$ cat src/rtl/instr_issue_unit_if.sv
// Instruction issue unit bus.
// Groups every instr_issue_unit signal except clk/rst.
//   Loader side   : run, in_valid, in_instr -> unit; in_ready <- unit
//   Processor side: instr_out -> processor; result_in <- processor
//   Result report : res_valid, res_data, res_dest, res_opcode
//   Status        : bad_opcode, busy, level
// master = the environment (loader/processor), slave = the issue unit.
interface instr_issue_unit_if #(
   parameter int unsigned DEPTH = 16
);
   localparam int unsigned LW = $clog2(DEPTH) + 1;

   logic          run;
   logic          in_valid;
   logic          in_ready;
   logic [31:0]   in_instr;
   logic [31:0]   instr_out;
   logic [31:0]   result_in;
   logic          res_valid;
   logic [31:0]   res_data;
   logic [4:0]    res_dest;
   logic [5:0]    res_opcode;
   logic          bad_opcode;
   logic          busy;
   logic [LW-1:0] level;

   modport master (
      output run, in_valid, in_instr, result_in,
      input  in_ready, instr_out, res_valid, res_data, res_dest, res_opcode,
             bad_opcode, busy, level
   );

   modport slave (
      input  run, in_valid, in_instr, result_in,
      output in_ready, instr_out, res_valid, res_data, res_dest, res_opcode,
             bad_opcode, busy, level
   );
endinterface

$ cat src/rtl/instr_issue_unit.sv
// Instruction issue unit.
// Buffers 32-bit instructions from a loader in a DEPTH-entry FIFO, drops
// entries whose opcode is invalid, holds each valid instruction on
// instr_out for ISSUE_CYCLES cycles and reports the processor result
// captured at the end of that hold window together with dest and opcode.
// Ports:
//   clk  - rising-edge clock
//   rst  - synchronous active-high reset
//   bus  - instr_issue_unit_if.slave (loader handshake, processor
//          instruction/result, result report, status)
module instr_issue_unit #(
   parameter int unsigned DEPTH        = 16,
   parameter int unsigned ISSUE_CYCLES = 2
) (
   input logic               clk,
   input logic               rst,
   instr_issue_unit_if.slave bus
);
   localparam int unsigned AW = $clog2(DEPTH);
   localparam int unsigned LW = $clog2(DEPTH) + 1;
   localparam int unsigned CW = (ISSUE_CYCLES > 1) ? $clog2(ISSUE_CYCLES) : 1;

   typedef enum logic {S_IDLE, S_ISSUE} state_e;

   logic [31:0]   mem_q [DEPTH];
   logic [AW-1:0] wr_ptr_q, rd_ptr_q;
   logic [LW-1:0] level_q, level_d;

   state_e        state_q, state_d;
   logic [CW-1:0] hold_q, hold_d;
   logic [31:0]   instr_q, instr_d;
   logic [31:0]   res_data_q, res_data_d;
   logic [4:0]    res_dest_q, res_dest_d;
   logic [5:0]    res_op_q, res_op_d;
   logic          res_valid_q, res_valid_d;
   logic          bad_q, bad_d;

   logic          push, pop;
   logic          in_ready;
   logic          not_empty;
   logic          head_ok;
   logic          hold_done;
   logic [31:0]   head;

   function automatic logic opcode_valid(input logic [5:0] op);
      case (op)
         6'd2, 6'd3, 6'd4, 6'd6, 6'd7, 6'd8,
         6'd10, 6'd11, 6'd12, 6'd13, 6'd14: return 1'b1;
         default:                           return 1'b0;
      endcase
   endfunction

   // ---------------- FIFO ----------------
   assign in_ready  = (level_q != LW'(DEPTH));
   assign not_empty = (level_q != '0);
   assign push      = bus.in_valid && in_ready;
   assign head      = mem_q[rd_ptr_q];
   assign head_ok   = opcode_valid(head[5:0]);

   always_comb begin
      level_d = level_q;
      case ({push, pop})
         2'b10:   level_d = level_q + LW'(1);
         2'b01:   level_d = level_q - LW'(1);
         default: level_d = level_q;
      endcase
   end

   // Storage needs no reset: emptiness is tracked by level_q alone.
   always_ff @(posedge clk) begin
      if (push) mem_q[wr_ptr_q] <= bus.in_instr;
   end

   always_ff @(posedge clk) begin
      if (rst) begin
         wr_ptr_q <= '0;
         rd_ptr_q <= '0;
         level_q  <= '0;
      end else begin
         if (push) wr_ptr_q <= wr_ptr_q + AW'(1);
         if (pop)  rd_ptr_q <= rd_ptr_q + AW'(1);
         level_q <= level_d;
      end
   end

   // ---------------- issue FSM ----------------
   assign hold_done = (hold_q == CW'(ISSUE_CYCLES - 1));

   always_comb begin
      state_d     = state_q;
      hold_d      = hold_q;
      instr_d     = instr_q;
      res_data_d  = res_data_q;
      res_dest_d  = res_dest_q;
      res_op_d    = res_op_q;
      res_valid_d = 1'b0;
      bad_d       = 1'b0;
      pop         = 1'b0;
      case (state_q)
         S_IDLE: begin
            // Every inspected entry leaves the FIFO; invalid ones are dropped.
            if (bus.run && not_empty) begin
               pop = 1'b1;
               if (head_ok) begin
                  instr_d = head;
                  hold_d  = '0;
                  state_d = S_ISSUE;
               end else begin
                  bad_d = 1'b1;
               end
            end
         end
         S_ISSUE: begin
            if (hold_done) begin
               res_data_d  = bus.result_in;
               res_dest_d  = instr_q[20:16];
               res_op_d    = instr_q[5:0];
               res_valid_d = 1'b1;
               hold_d      = '0;
               // Back-to-back only for a valid head; an invalid head is left for IDLE.
               if (bus.run && not_empty && head_ok) begin
                  pop     = 1'b1;
                  instr_d = head;
               end else begin
                  instr_d = '0;
                  state_d = S_IDLE;
               end
            end else begin
               hold_d = hold_q + CW'(1);
            end
         end
         default: state_d = S_IDLE;
      endcase
   end

   always_ff @(posedge clk) begin
      if (rst) begin
         state_q     <= S_IDLE;
         hold_q      <= '0;
         instr_q     <= '0;
         res_data_q  <= '0;
         res_dest_q  <= '0;
         res_op_q    <= '0;
         res_valid_q <= 1'b0;
         bad_q       <= 1'b0;
      end else begin
         state_q     <= state_d;
         hold_q      <= hold_d;
         instr_q     <= instr_d;
         res_data_q  <= res_data_d;
         res_dest_q  <= res_dest_d;
         res_op_q    <= res_op_d;
         res_valid_q <= res_valid_d;
         bad_q       <= bad_d;
      end
   end

   assign bus.in_ready   = in_ready;
   assign bus.instr_out  = instr_q;
   assign bus.res_valid  = res_valid_q;
   assign bus.res_data   = res_data_q;
   assign bus.res_dest   = res_dest_q;
   assign bus.res_opcode = res_op_q;
   assign bus.bad_opcode = bad_q;
   assign bus.busy       = (state_q != S_IDLE);
   assign bus.level      = level_q;
endmodule

$ cat src/flat_wrapper.sv
// flat-port wrapper written by rule: the top's interface ports become plain ports
module instr_issue_unit_flat 
#(
   parameter int unsigned DEPTH        = 16,
   parameter int unsigned ISSUE_CYCLES = 2
)
  (clk, rst, bus_run, bus_in_valid, bus_in_instr, bus_result_in, bus_in_ready, bus_instr_out, bus_res_valid, bus_res_data, bus_res_dest, bus_res_opcode, bus_bad_opcode, bus_busy, bus_level);
  instr_issue_unit_if #(.DEPTH(DEPTH)) bus_i ();
  input logic clk;
  input logic rst;
  input wire logic [$bits(bus_i.run)-1:0] bus_run;
  input wire logic [$bits(bus_i.in_valid)-1:0] bus_in_valid;
  input wire logic [$bits(bus_i.in_instr)-1:0] bus_in_instr;
  input wire logic [$bits(bus_i.result_in)-1:0] bus_result_in;
  output wire logic [$bits(bus_i.in_ready)-1:0] bus_in_ready;
  output wire logic [$bits(bus_i.instr_out)-1:0] bus_instr_out;
  output wire logic [$bits(bus_i.res_valid)-1:0] bus_res_valid;
  output wire logic [$bits(bus_i.res_data)-1:0] bus_res_data;
  output wire logic [$bits(bus_i.res_dest)-1:0] bus_res_dest;
  output wire logic [$bits(bus_i.res_opcode)-1:0] bus_res_opcode;
  output wire logic [$bits(bus_i.bad_opcode)-1:0] bus_bad_opcode;
  output wire logic [$bits(bus_i.busy)-1:0] bus_busy;
  output wire logic [$bits(bus_i.level)-1:0] bus_level;
  assign bus_i.run = bus_run;
  assign bus_i.in_valid = bus_in_valid;
  assign bus_i.in_instr = bus_in_instr;
  assign bus_i.result_in = bus_result_in;
  assign bus_in_ready = bus_i.in_ready;
  assign bus_instr_out = bus_i.instr_out;
  assign bus_res_valid = bus_i.res_valid;
  assign bus_res_data = bus_i.res_data;
  assign bus_res_dest = bus_i.res_dest;
  assign bus_res_opcode = bus_i.res_opcode;
  assign bus_bad_opcode = bus_i.bad_opcode;
  assign bus_busy = bus_i.busy;
  assign bus_level = bus_i.level;
  instr_issue_unit #(.DEPTH(DEPTH), .ISSUE_CYCLES(ISSUE_CYCLES)) u_core (.clk(clk), .rst(rst), .bus(bus_i));
endmodule
$ cat config.mk
export PLATFORM = sky130hd
export DESIGN_NAME = instr_issue_unit_flat
export DESIGN_NICKNAME = d
export VERILOG_FILES = /design/src/rtl/instr_issue_unit_if.sv /design/src/rtl/instr_issue_unit.sv /design/src/flat_wrapper.sv
export SDC_FILE = /design/constraint.sdc
export NUM_CORES = 1
export LEC_CHECK = 0
export CORE_ASPECT_RATIO = 1.1
export CORE_UTILIZATION = 46
export CTS_CLUSTER_DIAMETER = 80
export DETAILED_ROUTE_END_ITERATION = 6
export DONT_BUFFER_PORTS = 1
export HOLD_SLACK_MARGIN = 0.12
export SETUP_SLACK_MARGIN = 0.5
export SLEW_MARGIN = 15
export SYNTH_ARGS = -nofsm -noshare
export SYNTH_HDL_FRONTEND = slang
export SYNTH_SLANG_ARGS = --single-unit
export TNS_END_PERCENT = 50
$ cat constraint.sdc
create_clock -name clk -period 5.31 [get_ports clk]
set_input_delay 1.3275 -clock clk [delete_from_list [all_inputs] [get_ports clk]]
set_output_delay 1.3275 -clock clk [all_outputs]
set_load 0.02 [all_outputs]
==> flow_metrics.tcl <==
set metrics [dict create \
    status "complete, no violations" \
    antenna_found_initial 0 \
    path_max_fanout 43 \
    yosysTopAreaCellShare_pct 67.6 \
    peakVddDrop_mv 0.288 \
    fin_nets 1208 \
    dp_hpwl_um 28400 \
    worst_pin_slew_ps 1200 \
    clk_pin_slew_ps 60 \
    drc 0 \
    setup.worst_path.start_class "register" \
    n_antenna_cell 0 \
    ant_nets 0 \
    fin_crit_sh_pct 84.3 \
    clk_latency_ps 620 \
    p_sw_w 0.00257 \
    p_leak_nw 7.94 \
    crit_arrival_ps 4970 \
    vias 10699 \
    drt_iter0_drc 896 \
    port-buffer-count 0 \
    cts-buffers-inserted 59 \
    drt_pass1_iterations 7 \
    cts_tree "built" \
    seqPwrFrac_pct 50.0 \
    async_flop_share_pct 0 \
    synth_cell_types 55 \
    tns_ps 0 \
    syn_area_um2 22700 \
    cts-root-buf "clkbuf_16" \
    slew_violations 0 \
    clock_path_buffers 3 \
    finalClockSkew_ps 21.5 \
    ys_warn_count 0 \
    drive_gt1_share_pct 26.0 \
    final-hold-violation-count 0 \
    setup_viol 0 \
    start_util_pct 46.5 \
    synth_area_leaders "edfxtp_1 68%, mux4_2 15%, dfxtp_1 8.4%" \
    synth_edf_count 512 \
    slowest_delay_ps 810 \
    synth_area_per_cell_um2 20.6 \
    first_global_vias 11098 \
    timing.critical_path.buf_inv 1 \
    path_cells "mux4_2, o22ai_1, nor2_1, maj3_2, o211a_4, a21oi_4, inv_2, ha_1, xor2_1, ha_1, nor3_1, a21oi_1, o22ai_1, a21oi_1, nand2_1, a211o_1, nand3_1, mux2_2" \
    area_growth_pct 12.5 \
    grt_setup_unrepaired "false" \
    routed_wl_um 49100 \
    ys_ff_latch 608 \
    crit_required_ps 5800 \
    ys_seq_area_share_pct 76.0 \
    post_drt_via_cell_ratio 5.83 \
    synth_nets 1180 \
    synthCells 1105 \
    rr_worst_depth 18 \
    grtUsageTotal_pct 19.7 \
    fp.dieH_um 235 \
    clkPwrFrac_pct 37.9 \
    synth.top_cells.by_count "512 x edfxtp_1, 148 x mux4_2, 96 x dfxtp_1, 74 x nor2_1, 43 x a22o_1" \
    wire_per_inst_um 26.7 \
    crit_family "compound AO/OA/AOI/OAI gates" \
    intPower_w 0.00837 \
    p_sw_share_pct 23.5 \
    clock_sinks 608 \
    synth_top_cell_by_area "edfxtp_1" \
    num_rows 85 \
    critPathSlowestCell "dfxtp_4" \
    path_class "reg -> reg" \
    dieWidth_um 214 \
    dieArea_um2 50300 \
    max_slew_margin_pct 20.0 \
    place.gp.congestion 0.787 \
    hold_class "reg -> reg" \
    end_kind "register" \
    grt_pass1_wl_um 72500 \
    synth_ff_type "edfxtp_1" \
    period_minus_slack_ps 4480 \
    powerDensity_nw_per_um2 427 \
    cap_violations 0 \
    io_pins 152 \
    grt_max_degree 59 \
    worst-path-stages 18 \
    yosysMostFrequentCell "edfxtp_1" \
    timing.fmax_mhz 223 \
    core-area_um2 48900 \
    hold_slack_ps 517 \
    grt_overflow 0 \
    holdPathStages 2 \
    ctsHtreeMaxLevel 2 \
    combPwrFrac_pct 12.0 \
]
==> cell usage in the layout (no fill, tap or decap), types with 16 or more instances in the layout <==
cell type / n
a21oi_1: 18
a22oi_1: 30
clkbuf_16: 60
buf_4: 31
nand2_1: 16
nor2_1: 61
a22o_1: 43
edfxtp_1: 512
mux4_2: 148
dfxtp_1: 92
==> registers in the layout (all words and copies together) (netlist names), named ones only <==
name / cells
u_core.bus.bad_opcode: 1
u_core.bus.level: 5
u_core.bus.res_opcode: 6
u_core.bus.res_dest: 5
u_core.wr_ptr_q: 4
u_core.rd_ptr_q: 4
u_core.bus.instr_out: 32
u_core.bus.res_data: 32
u_core.hold_done: 1
u_core.bus.busy: 1
u_core.bus.res_valid: 1
u_core.mem_q: 512
==> layout make-up <==
type                    count  area (um2)
inverters                   9        33.8
fillers                  3824       23300
clock buffers              78        1640
well taps                 652         816
repair buffers             32         244
flip-flops and latches    608       17300
multi-input cells         423        5250
clock inverters            33         305
==> worst register-to-register path, delay by kind of cell, from the launching register on <==
kind | cells | cell delay (ps)
xor+xnor | 1 | 140
compound gates | 7 | 1280
simple gates | 4 | 340
fa+ha+maj | 3 | 930
flops | 1 | 810
buf+inv | 1 | 80
mux | 2 | 770
==> power groups by stage <==
| stage | combinational (W) | sequential, W | clock, W |
|---|---|---|---|
| 2_1_floorplan | 0.00108 | 0.00551 | 0 |
| 6_report | 0.00131 | 0.00547 | 0.00415 |
| 5_1_grt | 0.00143 | 0.00549 | 0.00439 |
| 3_5_place_dp | 0.00134 | 0.00558 | 0 |
| 4_1_cts | 0.00134 | 0.00548 | 0.00423 |
| 3_3_place_gp | 0.00133 | 0.00557 | 0 |
==> final timing paths <==
kind | start | end | slack [ps]
max | register | u_core.bus.level[4] | 830
min | u_core.rd_ptr_q[3] | u_core.rd_ptr_q[3] | 520
max reg2reg | register | u_core.bus.level[4] | 830
min reg2reg | u_core.rd_ptr_q[3] | u_core.rd_ptr_q[3] | 520
==> logic make-up after synthesis <==
group                    Yosys count  synth area share, %
flip-flops                       608                 76.0
multiplexers                     154                 14.9
AND/OR/NAND/NOR                  132                 2.61
AO/OA/AOI/OAI                    122                 4.22
buffers and inverters             74                 1.47
adder cells (fa/ha/maj)            8                0.435
XOR/XNOR                           7                0.270
==> repair_timing <==
action / 4_1_cts / 5_1_grt
setup endpoints to repair: 0 / 1
resized for setup: 0 / 1
buffers inserted: 0 / 0
hold buffers: 0 / 0
==> through the flow <==
step                cell area (um2)  cells  utilization [%]  setup slack [ps]  total power [W]
floorplan                     22700   1105                -               580          0.00659
global route                  25600   1835             52.3               525           0.0113
global placement              23600   1724             48.3               831          0.00691
finish                        25600   1835             52.3               833           0.0109
detailed placement            23600   1724             48.3               792          0.00692
CTS                           25600   1835             52.3               765           0.0111
==> per-layer routing <==
metal / wire length (um) / GRT usage, % / share of wire (%) / vias up
li1: - / - / - / 4628
met1: 20700 / 26.4 / 42 / 5643
met2: 24100 / 32.8 / 49 / 364
met3: 3380 / 4.56 / 6.9 / 64
met4: 877 / 4.95 / 1.8 / 0
met5: 0 / 0 / 0 / -
Power figures use the tool's default switching activity.
